--- src/rtl/kyber_pkg.sv ---
// Shared Kyber constants, the BRAM-pair lane permutation and the reorder bank-state encoding.
package kyber_pkg;

  localparam int KYBER_N = 256;
  localparam int KYBER_Q = 3329;
  localparam int COEF_W  = 12;

  typedef enum logic [1:0] {
    BANK_EMPTY    = 2'd0,
    BANK_FILLING  = 2'd1,
    BANK_FULL     = 2'd2,
    BANK_DRAINING = 2'd3
  } bank_state_e;

  // Position within a group of four that the r-th memory-order beat belongs to.
  function automatic logic [1:0] kyber_perm4(input logic [1:0] r);
    case (r)
      2'd1:    return 2'd2;
      2'd2:    return 2'd1;
      default: return r;
    endcase
  endfunction

endpackage

--- src/rtl/kyber_reorder_bank.sv ---
// One polynomial of reorder storage: PE scattered write ports, PE consecutive registered read ports.
module kyber_reorder_bank
  import kyber_pkg::*;
#(
  parameter int PE_NUMBER = 1,
  parameter int COEF_W    = 12,
  parameter int N         = KYBER_N,
  localparam int AW       = $clog2(N),
  localparam int RW       = $clog2(N / PE_NUMBER)
) (
  input  logic                              clk,
  input  logic                              reset,
  input  logic                              we,
  input  logic [PE_NUMBER-1:0][AW-1:0]      wr_addr,
  input  logic [PE_NUMBER-1:0][COEF_W-1:0]  wr_data,
  input  logic                              re,
  input  logic [RW-1:0]                     rd_beat,
  output logic [PE_NUMBER-1:0][COEF_W-1:0]  rd_data
);

  logic [COEF_W-1:0] mem [N];

  // Storage is intentionally not reset; every location is rewritten before it is read.
  always_ff @(posedge clk) begin
    if (we) begin
      for (int l = 0; l < PE_NUMBER; l++) mem[wr_addr[l]] <= wr_data[l];
    end
  end

  always_ff @(posedge clk) begin
    if (reset) begin
      rd_data <= '0;
    end else if (re) begin
      for (int l = 0; l < PE_NUMBER; l++)
        rd_data[l] <= mem[AW'(int'(rd_beat) * PE_NUMBER + l)];
    end
  end

endmodule

--- src/rtl/kyber_ntt_out_reorder.sv ---
// Streaming reorder from BRAM-pair order to natural order, PE_NUMBER lanes per beat.
// Define KYBER_REORDER_PINGPONG_EN for two banks so consecutive polynomials overlap.
module kyber_ntt_out_reorder
  import kyber_pkg::*;
#(
  parameter int PE_NUMBER = 1,
  parameter int COEF_W    = 12,
  parameter int N         = KYBER_N
) (
  input  logic                          clk,
  input  logic                          reset,
  input  logic                          clear,
  input  logic                          in_valid,
  output logic                          in_ready,
  input  logic [COEF_W*PE_NUMBER-1:0]   in_data,
  output logic                          out_valid,
  input  logic                          out_ready,
  output logic [COEF_W*PE_NUMBER-1:0]   out_data,
  output logic                          out_last,
  output logic                          busy
);

  localparam int NB  = N / PE_NUMBER;
  localparam int AW  = $clog2(N);
  localparam int CW  = $clog2(NB);
  localparam int RCW = $clog2(NB + 1);
`ifdef KYBER_REORDER_PINGPONG_EN
  localparam bit PINGPONG = 1'b1;
`else
  localparam bit PINGPONG = 1'b0;
`endif
  localparam int NBANK = PINGPONG ? 2 : 1;

  bank_state_e st_q [2];
  bank_state_e st_d [2];
  logic           wb_q, rb_q, wb_d, rb_d, rd_sel_q, ld_bank;
  logic [CW-1:0]  wr_cnt_q, rd_beat;
  logic [RCW-1:0] rd_cnt_q;
  logic           in_fire, wr_done, last_fire, load;

  logic [PE_NUMBER-1:0][AW-1:0]     wr_addr;
  logic [PE_NUMBER-1:0][COEF_W-1:0] wr_lane;
  logic [PE_NUMBER-1:0][COEF_W-1:0] rd_data [2];

  assign in_fire   = in_valid && in_ready;
  assign wr_done   = in_fire && (wr_cnt_q == CW'(NB - 1));
  assign last_fire = out_valid && out_ready && out_last;

  // When the draining bank has presented every beat, the next load may come from the other bank,
  // which lets a full second polynomial start in the same cycle the first one's last beat leaves.
  assign ld_bank = (PINGPONG && st_q[rb_q] == BANK_DRAINING && rd_cnt_q == RCW'(NB)) ? ~rb_q : rb_q;
  assign load    = (!out_valid || out_ready) &&
                   ((st_q[ld_bank] == BANK_FULL) ||
                    (st_q[ld_bank] == BANK_DRAINING && rd_cnt_q != RCW'(NB)));
  assign rd_beat = (st_q[ld_bank] == BANK_FULL) ? '0 : rd_cnt_q[CW-1:0];

  for (genvar l = 0; l < PE_NUMBER; l++) begin : g_lane
    assign wr_addr[l] = AW'((int'(wr_cnt_q >> 2) * PE_NUMBER + l) * 4 +
                            int'(kyber_perm4(wr_cnt_q[1:0])));
    assign wr_lane[l] = in_data[COEF_W*l +: COEF_W];
  end

  for (genvar b = 0; b < 2; b++) begin : g_bank
    if (b < NBANK) begin : g_inst
      kyber_reorder_bank #(
        .PE_NUMBER (PE_NUMBER),
        .COEF_W    (COEF_W),
        .N         (N)
      ) u_bank (
        .clk     (clk),
        .reset   (reset),
        .we      (in_fire && wb_q == 1'(b)),
        .wr_addr (wr_addr),
        .wr_data (wr_lane),
        .re      (load && ld_bank == 1'(b)),
        .rd_beat (rd_beat),
        .rd_data (rd_data[b])
      );
    end else begin : g_none
      assign rd_data[b] = '0;
    end
  end

  always_comb begin
    st_d = st_q;
    wb_d = wb_q;
    rb_d = rb_q;
    if (in_fire) begin
      if (wr_done) begin
        st_d[wb_q] = BANK_FULL;
        if (PINGPONG) wb_d = ~wb_q;
      end else begin
        st_d[wb_q] = BANK_FILLING;
      end
    end
    if (load && st_q[ld_bank] == BANK_FULL) st_d[ld_bank] = BANK_DRAINING;
    if (last_fire) begin
      st_d[rb_q] = BANK_EMPTY;
      if (PINGPONG) rb_d = ~rb_q;
    end
  end

  always_ff @(posedge clk) begin
    if (reset || clear) begin
      st_q      <= '{default: BANK_EMPTY};
      wb_q      <= 1'b0;
      rb_q      <= 1'b0;
      rd_sel_q  <= 1'b0;
      wr_cnt_q  <= '0;
      rd_cnt_q  <= '0;
      out_valid <= 1'b0;
      out_last  <= 1'b0;
      in_ready  <= !reset;
    end else begin
      st_q     <= st_d;
      wb_q     <= wb_d;
      rb_q     <= rb_d;
      in_ready <= (st_d[wb_d] == BANK_EMPTY) || (st_d[wb_d] == BANK_FILLING);
      if (in_fire) wr_cnt_q <= wr_done ? '0 : wr_cnt_q + 1'b1;
      if (load) begin
        rd_cnt_q  <= RCW'(rd_beat) + RCW'(1);
        rd_sel_q  <= ld_bank;
        out_valid <= 1'b1;
        out_last  <= (rd_beat == CW'(NB - 1));
      end else begin
        if (last_fire) rd_cnt_q <= '0;
        if (out_ready) begin
          out_valid <= 1'b0;
          out_last  <= 1'b0;
        end
      end
    end
  end

  assign out_data = rd_data[rd_sel_q];
  assign busy     = (st_q[0] != BANK_EMPTY) || (st_q[1] != BANK_EMPTY);

endmodule

--- config.mk ---
export PLATFORM = sky130hd
export DESIGN_NAME = kyber_ntt_out_reorder
export DESIGN_NICKNAME = d
export VERILOG_FILES = /design/src/rtl/kyber_pkg.sv /design/src/rtl/kyber_reorder_bank.sv /design/src/rtl/kyber_ntt_out_reorder.sv
export SDC_FILE = /design/constraint.sdc
export NUM_CORES = 2
export LEC_CHECK = 0
export CAP_MARGIN = 20
export CORE_MARGIN = 2
export CORE_UTILIZATION = 53
export CTS_CLUSTER_DIAMETER = 50
export DETAILED_ROUTE_END_ITERATION = 8
export PLACE_DENSITY = 0.73
export SYNTH_ARGS = -nofsm -noshare
export SYNTH_HDL_FRONTEND = slang
export SYNTH_SLANG_ARGS = --single-unit
--- constraint.sdc ---
create_clock -name clk -period 2.65 [get_ports clk]
set_clock_uncertainty 0.05 [all_clocks]
set_input_delay 0.265 -clock clk [delete_from_list [all_inputs] [get_ports clk]]
set_output_delay 0.265 -clock clk [all_outputs]
set_load 0.02 [all_outputs]
==> flow_summary.ini <==
[cells_and_area]
drive_gt1_share_pct = 27.2
final_common_cell = edfxtp_1
layout_common_cells = 3072 x edfxtp_1, 1076 x buf_4, 638 x nor2_1
final_util_pct = 66.3
final.fill_count = 14800
layout.nets = 9078
synthToLayoutAreaGrowth_pct = 24.2

[floorplan]
die_area_sq_um = 236000
io_pins = 33
initial_core_util_pct = 53.4
rows = 176
core-area_sq_um = 231000
die_w_um = 486
fp.dieH_um = 486

[sta]
fmax_mhz = 303
worst_pin_slew_ns = 1.01
fin_crit_sh_pct = 124
min_period_ns = 3.30
slew_violations = 0
hold_viol = 0
hold_slack_ns = 0.225
finalSetupViolations = 12
fin_ws_ns = -0.647
max-slew-margin-rel_pct = 32.4
setup-tns-final_ns = -5.64
rsz0062_at_grt = yes

[run_status]
violations = DRC, setup timing
status = finished with violations

[detailed_routing]
drt_pass1_iterations = 8
post_drt_wl_per_cell_um = 35.5
ant_nets = 0
drt-initial-drc-count = 15800
wl_um = 438000
drc = 3
vias = 85500
via_per_inst = 6.93

[synth]
synth-edff-count = 3072
synth_fp_nets = 7776
syn-mean-instance-area_sq_um = 15.9
yosysWarnings = 0
ys_ff_latch = 3106
synth_cell_type_count = 89
ys.flop_type = edfxtp_1
syn-instance-count = 7754
async_flop_share_pct = 0
netlist_area_sq_um = 123000
ys_seq_area_share_pct = 75.4

[clocking]
insertion_delay_ns = 1.01
clockBufferDepth = 4
cts.sinks = 3106
htree_levels = 5
cts_tree = yes
cts_buffers = 335
path_clk_slew_ns = 0.06
cts_root_buffer = clkbuf_16

[setup_path]
cp.arrival_ns = 4.15
critical_path_class = flop to flop
crit_required_ns = 3.50
cp-start-kind = flop
end_kind = flop
cp_max_fo = 8

[pwr]
cellPowerDensity_nw_per_um2 = 652
p_leak_nw = 49.9
ir_drop_mv = 0.908

[placed_design]
dp_hpwl_um = 279000
gp_routability_congestion = 1.01
pre_cts_ws_ns = -1.21
port_buffers = 32

[grt]
grt-ovfl-total = 0
antenna_found_initial = 27
grt_max_degree = 100
grt_pass1_wl_um = 607000
track_usage_pct = 36.2
grt_pass1_vias = 81300

[worst_hold_path]
min-delay-path-class = input pin to flop

[run]
cap_violations = 0
## worst paths after layout
kind,startpoint,endpoint,slack (ns),cells past startpoint
max,rd_cnt_q[0]$_SDFFE_PP0P_,g_bank[0].g_inst.u_bank.rd_data[5]$_SDFFE_PP0P_,-0.65,12
min,in_data[3],g_bank[0].g_inst.u_bank.mem[15][3]$_DFFE_PP_,0.23,2
max reg2reg,rd_cnt_q[0]$_SDFFE_PP0P_,g_bank[0].g_inst.u_bank.rd_data[5]$_SDFFE_PP0P_,-0.65,12
min reg2reg,rd_cnt_q[8]$_SDFFE_PP0P_,rd_cnt_q[8]$_SDFFE_PP0P_,0.42,2
## repair_timing
action / CTS / global route
setup endpoints to repair: 20 / 15
gates resized for setup: 318 / 274
hold endpoints to repair: 1374 / 0
setup buffers: 57 / 50
pin swaps: 59 / 99
cloned: 18 / 8
hold buffers: 12 / 0
## power breakdown
part	switching [W]	total, W	internal [W]	leakage, nW
combinational	0.00109	0.00130	0.000209	17.1
sequential	0.00000675	0.0540	0.0540	27.9
clock	0.0190	0.0444	0.0255	4.93
## layout make-up
type	instances	area, sq um	share of cell area [%]
clock inverters	144	1300	0.851
flip-flops and latches	3106	93000	60.8
multi-input cells	4028	29100	19.0
clock buffers	419	8850	5.78
inverters	32	154	0.101
diodes	35	87.6	0.0573
repair buffers	1553	16700	10.9
well taps	3026	3790	2.48
## cells in the mapped netlist (39+ instances only)
library cell | number | area (sq um)
a211oi_1 | 142 | 1070
nand3_1 | 87 | 435
clkbuf_1 | 153 | 574
nand2_1 | 374 | 1400
o211ai_1 | 110 | 826
o22ai_1 | 187 | 1170
o21a_1 | 41 | 308
o21ai_0 | 272 | 1360
mux2i_1 | 475 | 4750
a22oi_1 | 56 | 420
mux2_2 | 187 | 2110
a21oi_1 | 418 | 2090
o311ai_0 | 39 | 342
or2_2 | 42 | 263
nor2_1 | 645 | 2420
a221oi_1 | 78 | 683
buf_2 | 305 | 1530
buf_4 | 90 | 676
edfxtp_1 | 3072 | 92200
a31oi_1 | 84 | 526
o221ai_1 | 145 | 1270
mux4_2 | 47 | 1060
nor3_1 | 78 | 390
## routing by layer
| metal | wire length (um) | vias up | track usage (%) |
|---|---|---|---|
| met2 | 191000 | 8207 | 52.7 |
| li1 | - | 33600 | - |
| met4 | 35700 | 16 | 24.6 |
| met3 | 65900 | 1693 | 10.5 |
| met1 | 145000 | 42100 | 47.2 |
| met5 | 125 | - | 0 |
## state kept, by name, indices dropped and copies added, names as in the netlist
register	flops
g_bank.g_inst.u_bank.mem	3072
g_bank.g_inst.u_bank.rd_data	12
in_ready	1
out_last	1
out_valid	1
rd_cnt_q	9
st_q	2
wr_cnt_q	8
## stage by stage
stage / instance area (sq um) / instances / total power, W
2_1_floorplan: 123000 / 7754 / 0.0551
3_3_place_gp: 138000 / 11600 / 0.0562
3_5_place_dp: 138000 / 11600 / 0.0562
4_1_cts: 151000 / 12300 / 0.0995
5_1_grt: 153000 / 12300 / 0.101
6_report: 153000 / 12300 / 0.0997
## worst max-delay path, stage by stage (launching register included)
cell and delay, ns:
dfxtp_4 0.44, buf_12 0.20, inv_16 0.07, buf_12 0.15
o21ai_4 0.08, buf_4 0.20, buf_4 0.21, buf_4 0.20
o221ai_1 0.13, o2111ai_1 0.50, nand3_2 0.30, a211oi_4 0.48
a221o_1 0.19
## cells by family after synthesis
| logic type | count (synthesis) | synth area share [%] |
|---|---|---|
| buffers and inverters | 620 | 2.57 |
| DFF | 3106 | 75.4 |
| and+or+nand+nor | 1441 | 5.16 |
| muxes | 709 | 6.43 |
| AOI/OAI and AO/OA | 1868 | 10.3 |
| adders and majority gates | 5 | 0.0508 |
| xor gates and xnor gates | 5 | 0.0355 |
Note: power is estimated with default switching activity, not from simulation.
